===== src/rtl/time_pkg.sv =====
// Shared constants for the timekeeping field counters.
// Field widths, per-field legal ranges and the adjust-mode encoding used by
// time_unit_counter instances that chain into a full clock/calendar.
package time_pkg;

  localparam int SEC_W  = 6;
  localparam int MIN_W  = 6;
  localparam int HOUR_W = 5;
  localparam int DAY_W  = 5;
  localparam int MON_W  = 4;

  localparam int SEC_MIN  = 0;
  localparam int SEC_MAX  = 59;
  localparam int MIN_MIN  = 0;
  localparam int MIN_MAX  = 59;
  localparam int HOUR_MIN = 0;
  localparam int HOUR_MAX = 23;
  localparam int DAY_MIN  = 1;
  localparam int DAY_MAX  = 31;
  localparam int MON_MIN  = 1;
  localparam int MON_MAX  = 12;

  typedef enum logic {
    MODE_COUNT  = 1'b0,
    MODE_ADJUST = 1'b1
  } mode_e;

endpackage


===== src/rtl/time_unit_counter_if.sv =====
// Control/status bundle of one time_unit_counter field.
// master: the controller side (drives count/adjust controls, reads status).
// slave : the counter side.
//   en_1, carry_in : count tick and carry from the lower field
//   adjust         : 0 = count mode, 1 = adjust mode
//   up, down       : debounced button levels
//   dyn_max        : runtime upper bound
//   value          : current count (registered)
//   carry_out      : one-cycle wrap pulse (registered)
//   at_max         : value == effective maximum (combinational)
interface time_unit_counter_if #(
  parameter int WIDTH = 5
);
  logic             en_1;
  logic             carry_in;
  logic             adjust;
  logic             up;
  logic             down;
  logic [WIDTH-1:0] dyn_max;
  logic [WIDTH-1:0] value;
  logic             carry_out;
  logic             at_max;

  modport master (
    output en_1, carry_in, adjust, up, down, dyn_max,
    input  value, carry_out, at_max
  );

  modport slave (
    input  en_1, carry_in, adjust, up, down, dyn_max,
    output value, carry_out, at_max
  );
endinterface


===== src/rtl/btn_step_gen.sv =====
// Turns one debounced button level into a one-cycle step pulse.
// A rising edge always steps. With AUTO_REPEAT_EN defined, holding the
// button in adjust mode adds repeat steps after REPEAT_DELAY cycles, then
// every REPEAT_PERIOD cycles; inhibit (other button held) blocks repeats.
//   clk, rst_n : clock, synchronous active-low reset
//   btn        : button level
//   adjust     : adjust mode (enables repeat counting)
//   inhibit    : suppress repeat steps
//   step       : one-cycle step pulse
module btn_step_gen #(
  parameter int REPEAT_DELAY  = 4,
  parameter int REPEAT_PERIOD = 2
) (
  input  logic clk,
  input  logic rst_n,
  input  logic btn,
  input  logic adjust,
  input  logic inhibit,
  output logic step
);

  if (REPEAT_DELAY < 0 || REPEAT_PERIOD < 1) begin : g_bad_param
    $error("btn_step_gen: REPEAT_DELAY must be >= 0 and REPEAT_PERIOD >= 1");
  end

  logic btn_q;
  logic rise;
  assign rise = btn & ~btn_q;

`ifdef AUTO_REPEAT_EN
  localparam int CW = $clog2(REPEAT_DELAY + REPEAT_PERIOD + 1);
  localparam logic [CW-1:0] DLY  = CW'(REPEAT_DELAY);
  localparam logic [CW-1:0] LAST = CW'(REPEAT_DELAY + REPEAT_PERIOD - 1);

  // Once past the delay the count cycles DLY..LAST instead of growing, so it
  // never overflows and a repeat fires each time it lands on DLY.
  logic          active;
  logic [CW-1:0] hold_cnt;
  logic [CW-1:0] cur_cnt;
  logic [CW-1:0] nxt_cnt;
  logic          held;
  logic          rpt;

  assign cur_cnt = rise ? '0 : hold_cnt;
  assign nxt_cnt = (cur_cnt >= LAST) ? DLY : cur_cnt + CW'(1);
  assign held    = adjust & btn & (rise | active);
  assign rpt     = held & ~inhibit & (cur_cnt == DLY);
  assign step    = rise | rpt;

  always_ff @(posedge clk) begin
    if (!rst_n) begin
      btn_q    <= 1'b0;
      active   <= 1'b0;
      hold_cnt <= '0;
    end else begin
      btn_q    <= btn;
      active   <= held;
      hold_cnt <= held ? nxt_cnt : '0;
    end
  end
`else
  logic unused;
  assign unused = ^{adjust, inhibit};
  assign step   = rise;

  always_ff @(posedge clk) begin
    if (!rst_n) btn_q <= 1'b0;
    else        btn_q <= btn;
  end
`endif

endmodule


===== src/rtl/time_unit_counter.sv =====
// Modulo counter for one clock/calendar field with runtime upper bound,
// clamping when the bound drops, and button-driven adjust.
// Optional auto-repeat of held buttons: define AUTO_REPEAT_EN.
//   clk_1Hz : sole clock
//   rst_n   : synchronous active-low reset
//   bus     : time_unit_counter_if.slave (controls in, value/carry/at_max out)
module time_unit_counter
  import time_pkg::*;
#(
  parameter int WIDTH         = 5,
  parameter int MIN_VAL       = 0,
  parameter int MAX_VAL       = 23,
  parameter int RESET_VAL     = 0,
  parameter int REPEAT_DELAY  = 4,
  parameter int REPEAT_PERIOD = 2
) (
  input  logic                clk_1Hz,
  input  logic                rst_n,
  time_unit_counter_if.slave  bus
);

  if (!(MIN_VAL >= 0 && MIN_VAL <= RESET_VAL && RESET_VAL <= MAX_VAL &&
        MAX_VAL < (2 ** WIDTH))) begin : g_bad_range
    $error("time_unit_counter: need MIN_VAL <= RESET_VAL <= MAX_VAL < 2**WIDTH");
  end

  localparam logic [WIDTH-1:0] MIN_V = WIDTH'(MIN_VAL);
  localparam logic [WIDTH-1:0] MAX_V = WIDTH'(MAX_VAL);
  localparam logic [WIDTH-1:0] RST_V = WIDTH'(RESET_VAL);

  logic [WIDTH-1:0] value_q;
  logic             carry_q;
  logic [WIDTH-1:0] lim;
  logic [WIDTH-1:0] eff_max;
  logic             up_step;
  logic             down_step;
  mode_e            mode;

  assign mode = mode_e'(bus.adjust);

  always_comb begin
    lim     = (bus.dyn_max < MAX_V) ? bus.dyn_max : MAX_V;
    eff_max = (lim < MIN_V) ? MIN_V : lim;
  end

  btn_step_gen #(.REPEAT_DELAY(REPEAT_DELAY), .REPEAT_PERIOD(REPEAT_PERIOD)) u_up (
    .clk     (clk_1Hz),
    .rst_n   (rst_n),
    .btn     (bus.up),
    .adjust  (bus.adjust),
    .inhibit (bus.down),
    .step    (up_step)
  );

  btn_step_gen #(.REPEAT_DELAY(REPEAT_DELAY), .REPEAT_PERIOD(REPEAT_PERIOD)) u_down (
    .clk     (clk_1Hz),
    .rst_n   (rst_n),
    .btn     (bus.down),
    .adjust  (bus.adjust),
    .inhibit (bus.up),
    .step    (down_step)
  );

  always_ff @(posedge clk_1Hz) begin
    if (!rst_n) begin
      value_q <= RST_V;
      carry_q <= 1'b0;
    end else begin
      carry_q <= 1'b0;
      if (mode == MODE_COUNT) begin
        if (bus.en_1 && bus.carry_in) begin
          if (value_q >= eff_max) begin
            value_q <= MIN_V;
            carry_q <= 1'b1;
          end else begin
            value_q <= value_q + WIDTH'(1);
          end
        end else if (value_q > eff_max) begin
          value_q <= eff_max;
        end
      end else begin
        // Carries from below are dropped while adjusting.
        if (up_step && !down_step) begin
          value_q <= (value_q >= eff_max) ? MIN_V : value_q + WIDTH'(1);
        end else if (down_step && !up_step) begin
          value_q <= (value_q <= MIN_V) ? eff_max : value_q - WIDTH'(1);
        end else if (value_q > eff_max) begin
          value_q <= eff_max;
        end
      end
    end
  end

  assign bus.value     = value_q;
  assign bus.carry_out = carry_q;
  assign bus.at_max    = (value_q == eff_max);

endmodule


===== src/flat_wrapper.sv =====
// flat-port wrapper written by rule: the top's interface ports become plain ports
module time_unit_counter_flat import time_pkg::*;
#(
  parameter int WIDTH         = 5,
  parameter int MIN_VAL       = 0,
  parameter int MAX_VAL       = 23,
  parameter int RESET_VAL     = 0,
  parameter int REPEAT_DELAY  = 4,
  parameter int REPEAT_PERIOD = 2
)
  (clk_1Hz, rst_n, bus_en_1, bus_carry_in, bus_adjust, bus_up, bus_down, bus_dyn_max, bus_value, bus_carry_out, bus_at_max);
  time_unit_counter_if #(.WIDTH(WIDTH)) bus_i ();
  input  logic clk_1Hz;
  input  logic rst_n;
  input wire logic [$bits(bus_i.en_1)-1:0] bus_en_1;
  input wire logic [$bits(bus_i.carry_in)-1:0] bus_carry_in;
  input wire logic [$bits(bus_i.adjust)-1:0] bus_adjust;
  input wire logic [$bits(bus_i.up)-1:0] bus_up;
  input wire logic [$bits(bus_i.down)-1:0] bus_down;
  input wire logic [$bits(bus_i.dyn_max)-1:0] bus_dyn_max;
  output wire logic [$bits(bus_i.value)-1:0] bus_value;
  output wire logic [$bits(bus_i.carry_out)-1:0] bus_carry_out;
  output wire logic [$bits(bus_i.at_max)-1:0] bus_at_max;
  assign bus_i.en_1 = bus_en_1;
  assign bus_i.carry_in = bus_carry_in;
  assign bus_i.adjust = bus_adjust;
  assign bus_i.up = bus_up;
  assign bus_i.down = bus_down;
  assign bus_i.dyn_max = bus_dyn_max;
  assign bus_value = bus_i.value;
  assign bus_carry_out = bus_i.carry_out;
  assign bus_at_max = bus_i.at_max;
  time_unit_counter #(.WIDTH(WIDTH), .MIN_VAL(MIN_VAL), .MAX_VAL(MAX_VAL), .RESET_VAL(RESET_VAL), .REPEAT_DELAY(REPEAT_DELAY), .REPEAT_PERIOD(REPEAT_PERIOD)) u_core (.clk_1Hz(clk_1Hz), .rst_n(rst_n), .bus(bus_i));
endmodule

===== config.mk =====
export PLATFORM = sky130hd
export DESIGN_NAME = time_unit_counter_flat
export DESIGN_NICKNAME = d
export VERILOG_FILES = /design/src/rtl/time_pkg.sv /design/src/rtl/time_unit_counter_if.sv /design/src/rtl/btn_step_gen.sv /design/src/rtl/time_unit_counter.sv /design/src/flat_wrapper.sv
export SDC_FILE = /design/constraint.sdc
export NUM_CORES = 1
export LEC_CHECK = 0
export BUFFER_PORTS_ARGS = -buffer_cell sky130_fd_sc_hd__buf_2
export CELL_PAD_IN_SITES_DETAIL_PLACEMENT = 1
export CELL_PAD_IN_SITES_GLOBAL_PLACEMENT = 2
export CORE_UTILIZATION = 31
export CTS_CLUSTER_SIZE = 28
export DETAILED_ROUTE_END_ITERATION = 10
export GPL_TIMING_DRIVEN = 0
export PLACE_DENSITY = 0.8
export SLEW_MARGIN = 15
export SYNTH_ARGS = -nofsm -noshare
export SYNTH_HDL_FRONTEND = slang
export SYNTH_SLANG_ARGS = --single-unit

===== constraint.sdc =====
create_clock -name clk_1Hz -period 2.9 [get_ports clk_1Hz]
set_clock_uncertainty 0.15 [all_clocks]
set_input_delay 0.58 -clock clk_1Hz [delete_from_list [all_inputs] [get_ports clk_1Hz]]
set_output_delay 0.58 -clock clk_1Hz [all_outputs]
set_load 0.05 [all_outputs]

* After elaboration in Yosys (flattened, before gate mapping)
Cells that the tools add are included.
** Storage, ports and cells
- Output and inout port bits :: 7
- Input port bits :: 12
- Register bits :: 8
** Cells by class
- Equality and inequality tests :: 1
- Reduce and logical (&&, ||, !) cells :: 6
- Bitwise operators :: 6
- Multiplexer cells :: 10
- Add/subtract/negate cells :: 2
- Order comparisons :: 5
** Operators by type and width (count)
- $mux 5 :: 9
- $add 5x1->5 const B :: 1
- $eq 5x5->1 :: 1
- $ge 5x5->1 :: 1
- $gt 5x5->1 :: 1
- $le 5x1->1 const B :: 1
- $lt 5x1->1 const B :: 1
- $lt 5x5->1 const B :: 1
- $sub 5x1->5 const B :: 1
- $not 1->1 :: 4
- $logic_and 1x1->1 :: 3
- $reduce_or 3->1 :: 1
- $and 1x1->1 :: 2
- $logic_not 1->1 :: 2
- $mux 1 :: 1

* Logic depth before layout (Yosys ltp)
- Depth in word-level cells :: 9
- Mapped depth :: 10
- Mapped depth without buffers :: 9

* Hierarchy
A second synthesis with hierarchy kept.
** Second synthesis, totals
- Cell total of the unflattened synthesis :: 123
- Area, all modules :: 1026.0 sq um
** Modules (own cells, without submodules)
- time_unit_counter :: area an instance 945.9 sq um, seq. area each 120.1 sq um, cells an instance 117, times used 1
- btn_step_gen :: area an instance 40.0 sq um, seq. area each 20.0 sq um, cells an instance 3, times used 2

* Worst setup path before layout
Ideal clock, no wire load.
- Path kind :: reg-to-reg
- From :: register u_core.value_q[0] (netlist: u_core.bus.value[0])
- To :: register u_core.value_q[4] (netlist: u_core.bus.value[4])
- Path slack :: 0.097 ns
- Buffers on the path :: 0
- Clock period less this slack :: 2.803 ns
- Data arrival time :: 2.510 ns
- Stages on the path, launching flop included :: 10
- Cells stage by stage :: dfxtp_1 inv_1 ha_1 and3_1 nand3_2 inv_2 a21oi_4 mux2_2 a221oi_1 a311oi_1
** Between the ends
- Cells in the longest elaborated chain, start to end :: 5
** RTL lines
- from (decl) :: line time_unit_counter.sv:31 : logic [WIDTH-1:0] value_q;
- from (signal assigned) :: line time_unit_counter.sv:76 : value_q <= value_q + WIDTH'(1);
- from (signal assigned) :: line time_unit_counter.sv:79 : value_q <= eff_max;
- from (signal assigned) :: line time_unit_counter.sv:84 : value_q <= (value_q >= eff_max) ? MIN_V : value_q + WIDTH'(1);
- $sub 5x1->5, or another cell as far along :: line time_unit_counter.sv:86 : value_q <= (value_q <= MIN_V) ? eff_max : value_q - WIDTH'(1);
- $mux 5, on equally long branches
- $mux 5 :: line time_unit_counter.sv:85 : end else if (down_step && !up_step) begin
- $mux 5 :: line time_unit_counter.sv:83 : if (up_step && !down_step) begin
- $mux 5 * :: line time_unit_counter.sv:70 : if (mode == MODE_COUNT) begin
Mark *: on every way between the ends. The rest lies on a longest branch, timed or not.
A chain may end at the register's enable or synchronous reset.

* Worst setup path after layout
- From :: input port bus_dyn_max[4]
- To :: output port bus_at_max
** Between the ends
- Cells in the longest elaborated chain, start to end :: 5
** RTL lines
- from (decl) :: line flat_wrapper.sv:20 : input wire logic [$bits(bus_i.dyn_max)-1:0] bus_dyn_max;
- $lt 5x5->1 :: line time_unit_counter.sv:42 : lim = (bus.dyn_max < MAX_V) ? bus.dyn_max : MAX_V;
- $mux 5 * :: line time_unit_counter.sv:42
- $lt 5x1->1 :: line time_unit_counter.sv:43 : eff_max = (lim < MIN_V) ? MIN_V : lim;
- $mux 5 * :: line time_unit_counter.sv:43
- $eq 5x5->1 * :: line time_unit_counter.sv:96 : assign bus.at_max = (value_q == eff_max);
- to (decl) :: line flat_wrapper.sv:23 : output wire logic [$bits(bus_i.at_max)-1:0] bus_at_max;
Marks and branches as above.

==> impl_results.md <==
* Initial antenna violation count at 0
* CP startpoint kind: primary input
* Final Non-Filler Cells at 195
* R2r endpoint: u_core.bus.value[4]
* Crit Reg-Reg Startpoint: u_core.bus.value[0]
* Max Clk Rate at roughly 360 MHz
* Slew Viols, Final at 0
* Number of synthesized flops with an enable pin at 0
* Hold Path Sink: u_core.u_up.btn_q
* DP Cell Count at 192
* Clock Root Buffer: clkbuf_4
* Fin crit period at 2.80 ns
* Commonest non-fill, non-tap cell in the layout: buf_2
* R2R Setup Slk at 0.30 ns
* Final WS setup at 0.104 ns
* Synth unique cells at 47
* Most frequent cells in the layout: buf_2, nand2_1, nor2_1
* Leak at 0.484 nW
* Global route overflow at 0
* Worst Tran Pin Value at 0.607 ns
* Post-synth ARST share at 0
* Mux share of post-synthesis cell area at 0.0663
* Syn Std Cell Area at 981 sq um
* Part of the cycle the worst path needs at 0.964
* Hold Path Origin: bus_up
* Adder-cell area share of the yosys netlist at 0.0893
* Worst Path Buf+Inv at 3
* Hold Path Class: in -> reg
* Initial Utilization at 0.324
* Xor and xnor area share after synthesis at 0.0357
* Largest net degree at the start of global routing at 11
* Hold Path Depth at 2
* Final wirelength at 3130 um
* Initial DRC count at 37
* Comb pwr share at 0.564
* Diodes inserted at 0
* WL/cell at 16.1 um
* Most used cell, CP: buf_2
* VDD IR max at 0.134 mV
* Simple-Gate Fraction of Synth Area at 0.316
* Vias post-DR at 1070
* Final setup viols at 0
* MaxCap Viol Count at 0
* Worst Reg2Reg Path Length in Cells at 9
* Mapped Cells at 130
* Synth Area in Compound Gates at 0.273
* Total track usage at 0.210
* Final hold vios at 0
* Worst-Skew Late Latency at about 0.27 ns
* Yosys warns at 0
* Clk sinks at 8
* Die area at 3390 sq um
* Core Area at between 3000 and 4000 sq um
* Ys flop type: dfxtp_1
* Num ports at 19
* Antenna Nets Post-Route at 0
* TritonCTS Buffers at 3
* Sequential share of power at 0.253
* Clock Path Buffers at 2
* GP Congestion at 0.831
* Outcome: finished clean
* Setup crit end kind: primary output
* TNS Setup at 0 ns
* Critical path class: in -> out
* Slew margin rel. at 0.594
* # rows at 20
* Chip Height at 58.3 um
* Vias in the first global route at 1075
* Clk pwr share at 0.182
* Sequential area share after synthesis at 0.163
* Syn Nets at 149
* Crit path largest cell delay at 0.30 ns
* Crit-path max FO at 7
* Die span in x at 58.3 um
* Layout Nets at 172
* DRC viols at 0
* H-tree Lvls at 1
* Net Sw Power at 0.000258 W
* Switching Share at 0.472
* Drt pass-1 iters at 4
* Crit path DAT at 2.07 ns
* PD cells at 474 nW/um^2
* TritonCTS clock tree: yes
* Worst path slowest cell: ha_1
* Synth-to-Final Area Change at 17.5%
* Internal cell power at 0.000288 W
* Final HPWL DP at approximately 2500 um
* Synth Register Bits at 8
* Port buffer count at 18
* Global-route wire length before repair at 5210 um
* Mean Syn Cell Area at 7.55 sq um
* DR vias/cell at approximately 5.5
* Share of cells above drive strength 1 at 0.258
* Final Hold Slack at 0.385 ns
* Pre-CTS setup slack at -0.241 ns
* Crit path cell chain: buf_2, a21o_1, ha_1, and3_1, nand3_2, inv_2, buf_2
* CTS Hold Bufs at 0
* Unrepaired setup endpoints after global routing: no
* CP top delay family: buffers and inverters
* Clock slew at reported path FFs at around 0.070 ns
* Critical Path RT at between 2 and 2.5 ns
* Main combinational cell family by area after synthesis: simple AND/OR/NAND/NOR gates
## registers in the layout, indices dropped and copies added (netlist names)
name / cells
u_core.bus.value: 5
u_core.bus.carry_out: 1
u_core.u_up.btn_q: 1
u_core.u_down.btn_q: 1
## power by group through the flow
stage / Combinational (W) / Sequential (W) / Clock (W)
final: 0.000308 / 0.000138 / 0.0000996
after global routing: 0.000337 / 0.000141 / 0.000109
after CTS: 0.000308 / 0.000139 / 0.0000989
after detailed placement: 0.000307 / 0.000141 / 0
after global placement: 0.000300 / 0.000140 / 0
after floorplan: 0.000199 / 0.000169 / 0
## logic make-up (layout without fill, tap and decap cells)
| kind of cell | after synthesis | after routing |
|---|---|---|
| buf+inv | 12 | 33 |
| fa+ha+maj | 7 | 7 |
| compound gates | 37 | 37 |
| xor+xnor | 4 | 4 |
| flops | 8 | 8 |
| simple gates | 56 | 56 |
| mux | 6 | 6 |
## layout make-up
cell class	instances	area, sq um
plain buffers	4	25.0
inverters	8	30.0
fillers	384	1880
well taps	44	55.1
flip-flops and latches	8	160
clock buffers	3	22.5
multi-input cells	110	769
repair buffers	18	90.1
## worst max-delay path by stage
stage                        startpoint             endpoint  slack (ns)  cells after the start
global placement         bus_dyn_max[4]  u_core.bus.value[4]       -0.19                     10
finish                   bus_dyn_max[4]           bus_at_max        0.10                      7
detailed placement       bus_dyn_max[4]  u_core.bus.value[4]       -0.24                     10
floorplan           u_core.bus.value[0]  u_core.bus.value[4]         0.1                      9
CTS                      bus_dyn_max[4]           bus_at_max       0.009                      7
global route             bus_dyn_max[4]           bus_at_max        0.02                      7
## cells in the mapped netlist, types with 2 or more instances
library cell | instances | area [sq um]
nor4_1 | 2 | 12.5
a211o_1 | 2 | 17.5
a31oi_1 | 4 | 25.0
buf_2 | 2 | 10.0
mux2_2 | 4 | 45.0
o211ai_1 | 2 | 15.0
nor3_1 | 5 | 25.0
mux2i_1 | 2 | 20.0
nand2b_1 | 3 | 18.8
nand3_1 | 8 | 40.0
nor3b_1 | 2 | 15.0
o21a_1 | 2 | 15.0
o21ai_0 | 6 | 30.0
ha_1 | 7 | 87.6
a32o_1 | 2 | 20.0
and2_1 | 3 | 18.8
nor2b_1 | 2 | 12.5
nor2_1 | 10 | 37.5
dfxtp_1 | 8 | 160
nand2_1 | 12 | 45.0
inv_1 | 7 | 26.3
xnor2_1 | 3 | 26.3
a21oi_1 | 7 | 35.0
o22ai_1 | 2 | 12.5
## layer usage
layer,share of wire,global-route usage
met4,0.0099,0.0850
met2,0.48,0.343
met1,0.46,0.274
met3,0.051,0.0335
met5,0,0
## metrics by stage
step                area [sq um]  utilization  power, W
finish                      1150        0.381  0.000546
detailed placement          1130        0.372  0.000448
CTS                         1150        0.379  0.000546
floorplan                    981            -  0.000368
global placement            1130        0.372  0.000440
global route                1150        0.381  0.000588
## repair_timing
| action | CTS | global route |
|---|---|---|
| buffers inserted | 0 | 0 |
| endpoints found under the setup margin | 0 | 4 |
| resized for setup | 0 | 1 |
Power figures use the tool's default switching activity.
